==> src/rtl/dtcore32_pkg.sv <==
// dtcore32_pkg
// Shared definitions for the dtcore32 memory stage.
//   SIZE_B / SIZE_H / SIZE_W : bit positions inside the one-hot store size field
//   store_entry_t            : one store-buffer entry (word address, lane data, strobes)
package dtcore32_pkg;

   localparam int SIZE_B = 0;
   localparam int SIZE_H = 1;
   localparam int SIZE_W = 2;

   typedef struct packed {
      logic [31:0] addr;
      logic [31:0] data;
      logic [3:0]  strb;
   } store_entry_t;

endpackage

==> src/rtl/store_fifo.sv <==
// store_fifo
// Generic synchronous FIFO used as the store buffer.
//   clk_i, rst_i    : clock, synchronous active-high reset (clears pointers and storage)
//   push_i          : write push_data_i at the tail (ignored while full)
//   pop_i           : drop the head entry (ignored while empty)
//   head_o          : registered head entry
//   full_o, empty_o : occupancy status
//   entry_valid_o   : per-slot occupancy
//   entry_key_o     : per-slot key field (KEY_W bits starting at KEY_LSB of T)
import dtcore32_pkg::*;

module store_fifo #(
   parameter int  DEPTH   = 2,
   parameter type T       = store_entry_t,
   parameter int  KEY_LSB = 0,
   parameter int  KEY_W   = 1
) (
   input  logic                            clk_i,
   input  logic                            rst_i,
   input  logic                            push_i,
   input  T                                push_data_i,
   input  logic                            pop_i,
   output T                                head_o,
   output logic                            full_o,
   output logic                            empty_o,
   output logic [DEPTH-1:0]                entry_valid_o,
   output logic [DEPTH-1:0][KEY_W-1:0]     entry_key_o
);

   localparam int PW = $clog2(DEPTH);

   T               mem [DEPTH];
   logic [PW-1:0]  wr_ptr;
   logic [PW-1:0]  rd_ptr;
   logic [PW:0]    count;
   logic           push_ok;
   logic           pop_ok;

   assign full_o  = (count == (PW+1)'(DEPTH));
   assign empty_o = (count == '0);
   assign push_ok = push_i & ~full_o;
   assign pop_ok  = pop_i & ~empty_o;
   assign head_o  = mem[rd_ptr];

   // Pointers wrap naturally because DEPTH is a power of two.
   always_ff @(posedge clk_i) begin
      if (rst_i) begin
         wr_ptr <= '0;
         rd_ptr <= '0;
         count  <= '0;
         for (int i = 0; i < DEPTH; i++) begin
            mem[i] <= '0;
         end
      end else begin
         if (push_ok) begin
            mem[wr_ptr] <= push_data_i;
            wr_ptr      <= wr_ptr + PW'(1);
         end
         if (pop_ok) begin
            rd_ptr <= rd_ptr + PW'(1);
         end
         case ({push_ok, pop_ok})
            2'b10:   count <= count + (PW+1)'(1);
            2'b01:   count <= count - (PW+1)'(1);
            default: count <= count;
         endcase
      end
   end

   // A slot is occupied when its distance from the head is below the count.
   for (genvar g = 0; g < DEPTH; g++) begin : g_slot
      assign entry_valid_o[g] = ({1'b0, PW'(g) - rd_ptr} < count);
      assign entry_key_o[g]   = mem[g][KEY_LSB +: KEY_W];
   end

endmodule

==> src/rtl/store_unit.sv <==
// store_unit
// Store path of the MEM stage: alignment check, lane formatting, store buffer
// drain to data memory, fence-empty status and load-after-store hazard detect.
//   clk_i, rst_i            : clock, synchronous active-high reset
//   st_valid_i/st_ready_o   : store request handshake from the pipeline
//   st_addr_i, st_wdata_i   : byte address and unshifted store data
//   store_size_onehot       : [0] byte, [1] half, [2] word (lowest index wins)
//   misaligned_store_o      : combinational trap flag, store is dropped
//   mem_w*                  : buffer head towards data memory (valid/ready)
//   ld_valid_i, ld_addr_i   : load in MEM stage
//   ld_hazard_o             : load word matches a buffered store
//   sb_empty_o              : buffer empty
import dtcore32_pkg::*;

module store_unit #(
   parameter int DEPTH = 2
) (
   input  logic        clk_i,
   input  logic        rst_i,
   input  logic        st_valid_i,
   output logic        st_ready_o,
   input  logic [31:0] st_addr_i,
   input  logic [31:0] st_wdata_i,
   input  logic [2:0]  store_size_onehot,
   output logic        misaligned_store_o,
   output logic        mem_wvalid_o,
   input  logic        mem_wready_i,
   output logic [31:0] mem_waddr_o,
   output logic [31:0] mem_wdata_o,
   output logic [3:0]  mem_wstrb_o,
   input  logic        ld_valid_i,
   input  logic [31:0] ld_addr_i,
   output logic        ld_hazard_o,
   output logic        sb_empty_o
);

   localparam int KEY_W = 30;

   logic [1:0]                  off;
   logic                        size_valid;
   logic                        misaligned;
   logic [3:0]                  fmt_strb;
   logic [31:0]                 fmt_data;
   store_entry_t                push_entry;
   store_entry_t                head;
   logic                        push;
   logic                        pop;
   logic                        full;
   logic                        empty;
   logic                        hit;
   logic [DEPTH-1:0]            entry_valid;
   logic [DEPTH-1:0][KEY_W-1:0] entry_key;
   logic                        unused_ld_off;

   assign off        = st_addr_i[1:0];
   assign size_valid = |store_size_onehot;

   // Lowest set size bit wins; shifting zero-extended data leaves unstrobed lanes at 0.
   always_comb begin
      misaligned = 1'b0;
      fmt_strb   = 4'h0;
      fmt_data   = 32'h0;
      if (store_size_onehot[SIZE_B]) begin
         fmt_strb = 4'h1 << off;
         fmt_data = {24'h0, st_wdata_i[7:0]} << {off, 3'b000};
      end else if (store_size_onehot[SIZE_H]) begin
         misaligned = off[0];
         fmt_strb   = 4'h3 << {off[1], 1'b0};
         fmt_data   = {16'h0, st_wdata_i[15:0]} << {off[1], 4'b0000};
      end else if (store_size_onehot[SIZE_W]) begin
         misaligned = |off;
         fmt_strb   = 4'hf;
         fmt_data   = st_wdata_i;
      end
   end

   always_comb begin
      push_entry      = '0;
      push_entry.addr = {st_addr_i[31:2], 2'b00};
      push_entry.data = fmt_data;
      push_entry.strb = fmt_strb;
   end

   assign misaligned_store_o = st_valid_i & size_valid & misaligned;
   assign st_ready_o         = ~full;
   assign push               = st_valid_i & st_ready_o & size_valid & ~misaligned;
   assign pop                = mem_wvalid_o & mem_wready_i;

   store_fifo #(
      .DEPTH   (DEPTH),
      .T       (store_entry_t),
      .KEY_LSB ($bits(store_entry_t) - KEY_W),
      .KEY_W   (KEY_W)
   ) u_fifo (
      .clk_i         (clk_i),
      .rst_i         (rst_i),
      .push_i        (push),
      .push_data_i   (push_entry),
      .pop_i         (pop),
      .head_o        (head),
      .full_o        (full),
      .empty_o       (empty),
      .entry_valid_o (entry_valid),
      .entry_key_o   (entry_key)
   );

   assign mem_wvalid_o = ~empty;
   assign sb_empty_o   = empty;
   assign mem_waddr_o  = head.addr;
   assign mem_wdata_o  = head.data;
   assign mem_wstrb_o  = head.strb;

   // Hazard looks only at stored entries, so a store pushed this cycle never matches.
   always_comb begin
      hit = 1'b0;
      for (int i = 0; i < DEPTH; i++) begin
         if (entry_valid[i] && (entry_key[i] == ld_addr_i[31:2])) begin
            hit = 1'b1;
         end
      end
   end

   assign ld_hazard_o = ld_valid_i & hit;

   // Byte offset of a load is irrelevant to a word-granular hazard.
   assign unused_ld_off = ^ld_addr_i[1:0];

endmodule

==> config.mk <==
export PLATFORM = sky130hd
export DESIGN_NAME = store_unit
export DESIGN_NICKNAME = d
export VERILOG_FILES = /design/src/rtl/dtcore32_pkg.sv /design/src/rtl/store_fifo.sv /design/src/rtl/store_unit.sv
export SDC_FILE = /design/constraint.sdc
export NUM_CORES = 1
export LEC_CHECK = 0
export CAP_MARGIN = 20
export CORE_MARGIN = 8
export CORE_UTILIZATION = 45
export CTS_CLUSTER_DIAMETER = 30
export DETAILED_ROUTE_END_ITERATION = 8
export PLACE_DENSITY = 0.74
export SYNTH_ARGS = -nofsm -noshare
export SYNTH_HDL_FRONTEND = slang
export SYNTH_SLANG_ARGS = --single-unit
==> constraint.sdc <==
create_clock -name clk_i -period 5.5 [get_ports clk_i]
set_input_delay 1.1 -clock clk_i [delete_from_list [all_inputs] [get_ports clk_i]]
set_output_delay 1.1 -clock clk_i [all_outputs]
set_load 0.02 [all_outputs]
# After elaboration in Yosys (flattened, before gate mapping)
# Memory sizes are Yosys's and may differ from the RTL's. A register that Yosys moved wholly into a read port is not among the register bits.
# Cells that the tools add are included.
[word_totals]
word_cells = 62
mem_count = 1
mem_bits_rw = 132
mem_bits_ro = 0
regBits = 4
latchBits = 0
[op_classes]
add_sub_neg = 6
div = 0
mul = 0
mux = 22
n_lt_le_gt_ge = 2
shifts = 4
reduce_logical = 7
eq_ne = 5
n_bitwise = 12
[mem_list]
columns = ["name", "depth", "word_bits", "read_ports", "rd_clocked_by_memory_dff", "write_ports", "line_no", "text"]
rows = [
  ["u_fifo.mem", 2, 66, 3, 1, 2, "store_fifo.sv:32", "T mem [DEPTH];"],
]
[op_table]
columns = ["operator", "n"]
rows = [
  ["32-bit 2-to-1 mux", 3],
  ["66-bit 2-to-1 mux", 1],
  ["66-bit OR reduction", 1],
  ["30-bit == test", 2],
  ["16-bit by 5-bit << shifter with 32-bit output", 1],
  ["8-bit by 5-bit << shifter with 32-bit output", 1],
  ["1-bit 2-to-1 mux", 14],
  ["4-bit 2-to-1 mux", 3],
  ["1-bit bitwise AND", 9],
  ["2-bit == test, second input constant", 2],
  ["1-bit by 2-bit < comparator with 1-bit output", 2],
  ["2-bit case mux with 2 select lines", 1],
  ["1-bit by 2-bit << shifter with 4-bit output, first input constant", 1],
  ["2-bit by 2-bit << shifter with 4-bit output, first input constant", 1],
  ["1-bit inverter", 3],
  ["3-bit OR reduction", 1],
  ["1-bit adder, second input constant", 2],
  ["2-bit by 1-bit adder with 2-bit output, second input constant", 1],
  ["2-bit by 1-bit == test with 1-bit output, second input constant", 1],
  ["1-bit logical AND", 2],
  ["2-bit logical NOT", 1],
  ["2-bit nonzero test", 1],
  ["2-bit OR reduction", 1],
  ["1-bit subtractor, first input constant", 2],
  ["2-bit by 1-bit subtractor with 2-bit output, second input constant", 1],
]

# Depth between registers and ports, before layout
[logic_depth]
depth_word = 12
ltp_mapped = 7
mapped_depth_nobuf = 7

# By module
# From an unflattened synthesis, not the netlist that was laid out.
[hier_totals]
hier_cells = 708
area_unflattened_um2 = 7928.9
[by_module_without_submodules]
columns = ["module", "cells_each", "area_each_um2", "seq_area_each_um2", "instances"]
rows = [
  ["store_fifo", 530, 6673.9, 4184.0, 1],
  ["store_unit", 178, 1255.0, 0.0, 1],
]

# Least setup slack after synthesis
# Ideal clock, no wire load.
[synth_path]
path_type = "input to register"
startpoint = "input port st_addr_i[1]"
endpoint = "memory u_fifo.mem[0][0] (netlist bit) (enable)"
arrival_ns = 4.649
path_buffers = 0
slack_ns = 0.348
cell_stages = 4
path_cell_list = "nor2b_1 o221ai_2 nand2_2 o21bai_1"
[synth_rtl]
columns = ["item", "line_no", "text"]
rows = [
  ["start: declaration", "store_unit.sv:22", "input logic [31:0] st_addr_i,"],
  ["end: declaration", "store_fifo.sv:32", ""],
]

# Worst setup path after layout
[layout_path]
startpoint = "input port ld_addr_i[26]"
endpoint = "output port ld_hazard_o"
[layout_between]
elab_chain_len = 5
elab_cells_between_ends = 7
[layout_lines]
columns = ["item", "line_no", "text"]
rows = [
  ["start: declaration", "store_unit.sv:32", "input logic [31:0] ld_addr_i,"],
  ["30-bit == test", "store_unit.sv:117", "if (entry_valid[i] && (entry_key[i] == ld_addr_i[31:2])) begin"],
  ["1-bit logical AND", "store_unit.sv:117", ""],
  ["1-bit 2-to-1 mux", "store_unit.sv:117", ""],
  ["1-bit 2-to-1 mux (*)", "store_unit.sv:117", ""],
  ["1-bit bitwise AND (*)", "store_unit.sv:123", "assign ld_hazard_o = ld_valid_i & hit;"],
  ["end: declaration", "store_unit.sv:33", "output logic ld_hazard_o,"],
]
# Every way passes the cells marked *; elsewhere a longest branch is shown, timed or not.

==> flow_summary.yaml <==
cells_and_area:
  finalNonFillerCells: 923
  utilization_pct: 62.3
  drive_gt1_share_pct: 15.4
  fillCellCount: 1165
  final_nets: 827
  area_growth_pct: 35.5
sta:
  tightest_slew_ns: 0.814
  fin_crit_ns: 4.69
  final-max-slew-violation-count: 0
  setup_tns_ns: 0
  skew_ns: 0.0116
  period_share_pct: 85.3
  hold_viol: 0
  setup_viol: 0
  holdWs_ns: 0.542
  rsz0062_at_grt: "no"
  fmax_mhz: 213
  setup_ws_ns: 0.809
  slew_headroom_pct: 45.6
yosys:
  synth_adder_area_share_pct: 0.180
  yosys-top-cells-area: "edfxtp_1 (57%), mux2_2 (11%), and2_1 (7.0%)"
  synth_seq_area_share_pct: 58.4
  synth-warning-count: 0
  synth_edf_count: 132
  ys_seq_elements: 137
  synth_ff_type: "edfxtp_1"
  synth-xor-area-share_pct: 8.05
  muxShareOfSynthArea_pct: 10.7
  synth_compound_area_share_pct: 4.62
  async_flop_share_pct: 0
  synth_top_family_by_area: "simple AND/OR/NAND/NOR gates"
  synth_cell_types: 42
  synthesis.area_um2: 6960
  netlist.area_leader.share_pct: 57.0
  synth_top_cell_by_area: "edfxtp_1"
  synthCells: 550
  syn_avg_cell_area_um2: 12.7
  synth-simple-area-share_pct: 15.6
drt:
  final_antenna_net_count: 0
  drt_iter0_markers: 306
  post-route-drc-count: 0
  drtPass1Iterations: 5
  viasPerCell: 5.37
  drt-total-wl_um: 19000
  vias: 4954
  post_drt_wl_per_cell_um: 20.6
worst_setup_path:
  rrSetupSlack_ns: 3.21
  crit_path_start_kind: "input port"
  endpoint_kind: "output port"
  cp_max_fo: 2
  cp_data_arrival_time_ns: 3.59
  worstSetupPathType: "in -> out"
  required_ns: 4.40
  r2r_cells: 5
place:
  dp_cells: 890
  place_ws_ns: 0.786
  hpwl_um: 13700
  io_buffers: 172
  place.gp.congestion: 0.903
power:
  clkPwrFrac_pct: 30.6
  p_int_w: 0.00255
  p_comb_share_pct: 31.6
  switching_share_pct: 29.3
  ir_drop_uv: 203
  power_density_nw_per_um2: 383
  pwr-share-seq_pct: 37.8
  p_leak_nw: 3.33
  p_switching_w: 0.00106
cts:
  cts_buffer_depth: 2
  cts_resized: 0
  path_clk_slew_ns: 0.05
  hold_buffers: 0
  cts_tree: "built"
  root_buffer: "clkbuf_16"
  cts_sinks: 137
  cts_buffers: 17
  post-cts-setup-buffer-count: 0
  htreeDepth: 4
  clock_latency_ns: 0.42
die:
  rows: 45
  io_pins: 177
  die_y_um: 140
  die_area_um2: 19700
  fp.dieW_um: 140
  initial_utilization_pct: 45.9
  core_um2: 15100
grt:
  grt_pass1_vias: 5273
  grt_pass1_wl_um: 29400
  antenna_found_initial: 0
  track_usage_pct: 19.5
  gr-total-overflow: 0
  grt_max_degree: 46
run_status:
  status: "complete, no violations"
run:
  cap_violations: 0
worst_hold_path:
  hold_class: "reg -> reg"
  hold_depth: 2
==> through the flow <==
stage | instance area (um^2) | power (W)
final | 9430 | 0.00361
after global routing | 9430 | 0.00376
after CTS | 9420 | 0.00365
after detailed placement | 8850 | 0.00254
after global placement | 8850 | 0.00252
after floorplan | 6960 | 0.00201
==> final cells by class <==
cell class,count,area [um^2],area share (%)
tap,188,235,2.49
clock inverter,11,130,1.38
inverter,3,11.3,0.119
timing repair buffer,181,1800,19.1
clock buffer,20,437,4.63
multi-input combinational,382,2750,29.1
sequential,137,4070,43.1
antenna,1,2.50,0.0265
==> cells by family (layout without fill, tap and decap cells) <==
| kind of cell | Yosys count | after routing |
|---|---|---|
| compound gates | 48 | 48 |
| xor+xnor | 64 | 64 |
| fa+ha+maj | 1 | 1 |
| buf+inv | 32 | 215 |
| flops | 137 | 137 |
| mux | 66 | 66 |
| other cells | 1 | 3 |
| simple gates | 201 | 201 |
==> state kept, by name (all words and copies together), names as in the netlist, named ones only <==
register       count
u_fifo.mem       132
u_fifo.wr_ptr      1
u_fifo.count       2
u_fifo.rd_ptr      1
==> worst max-delay path: stages <==
cell	delay (ns)
clkdlybuf4s50_1	0.45
xnor2_1	0.34
nand4_1	0.22
nor4_1	0.40
nand3_1	0.11
a21boi_0	0.30
clkdlybuf4s50_1	0.67
==> metal layers <==
layer / vias to the layer above / track usage [%] / wire length (um)
met1: 2402 / 23.4 / 7920
met5: - / 0 / 0
met2: 220 / 31.3 / 8980
li1: 2310 / - / -
met3: 22 / 7.75 / 1730
met4: 0 / 6.46 / 342
==> power groups by stage <==
| stage | Combinational, W | Sequential, W | Clock (W) |
|---|---|---|---|
| after CTS | 0.00116 | 0.00137 | 0.00112 |
| after global routing | 0.00121 | 0.00138 | 0.00116 |
| after global placement | 0.00114 | 0.00138 | 0 |
| after detailed placement | 0.00115 | 0.00139 | 0 |
| final | 0.00114 | 0.00137 | 0.00110 |
| after floorplan | 0.000664 | 0.00135 | 0 |
==> cells in the mapped netlist (2+ instances only) <==
library cell  instances
mux2_2               66
xor2_1                9
nand4_1              13
a21oi_1              18
buf_6                 2
o21ai_0               2
clkbuf_2              7
buf_1                 2
buf_4                 2
and2_1               78
nor4_1                5
buf_2                11
inv_1                 3
nor3b_2               2
xnor2_1              55
edfxtp_1            132
nand3_1               2
nor2_1               83
dfxtp_1               5
clkbuf_1              5
a22oi_1              24
nor2_4                2
nor2b_1               3
==> final timing paths <==
kind / startpoint / to
min reg2reg: u_fifo.count[1]$_SDFFE_PP0P_ / u_fifo.count[1]$_SDFFE_PP0P_
min: u_fifo.count[1]$_SDFFE_PP0P_ / u_fifo.count[1]$_SDFFE_PP0P_
max reg2reg: u_fifo.count[0]$_SDFFE_PP0P_ / u_fifo.mem[1][12]$_SDFFCE_PN0P_
max: ld_addr_i[26] / ld_hazard_o
==> cells in the final DEF, fill, tap and decap left out, types with 2 or more instances in the layout <==
| master | Yosys | layout |
|---|---|---|
| a21oi_1 | 18 | 18 |
| nor3b_2 | 2 | 2 |
| edfxtp_1 | 132 | 132 |
| buf_4 | 2 | 8 |
| clkinvlp_4 | 0 | 2 |
| nor2b_1 | 3 | 3 |
| o21ai_0 | 2 | 2 |
| clkinv_2 | 0 | 2 |
| clkbuf_16 | 0 | 17 |
| conb_1 | 1 | 2 |
| inv_1 | 3 | 3 |
| nor4_1 | 5 | 5 |
| a22oi_1 | 24 | 24 |
| dfxtp_1 | 5 | 4 |
| xor2_1 | 9 | 9 |
| nor2_4 | 2 | 2 |
| mux2_2 | 66 | 66 |
| clkdlybuf4s50_1 | 0 | 172 |
| nand4_1 | 13 | 13 |
| clkbuf_1 | 5 | 3 |
| nor2_1 | 83 | 83 |
| xnor2_1 | 55 | 55 |
| clkinv_1 | 0 | 4 |
| and2_1 | 78 | 78 |
| bufinv_16 | 0 | 3 |
| nand3_1 | 2 | 2 |
No activity file was read; power rests on OpenSTA's default activity.
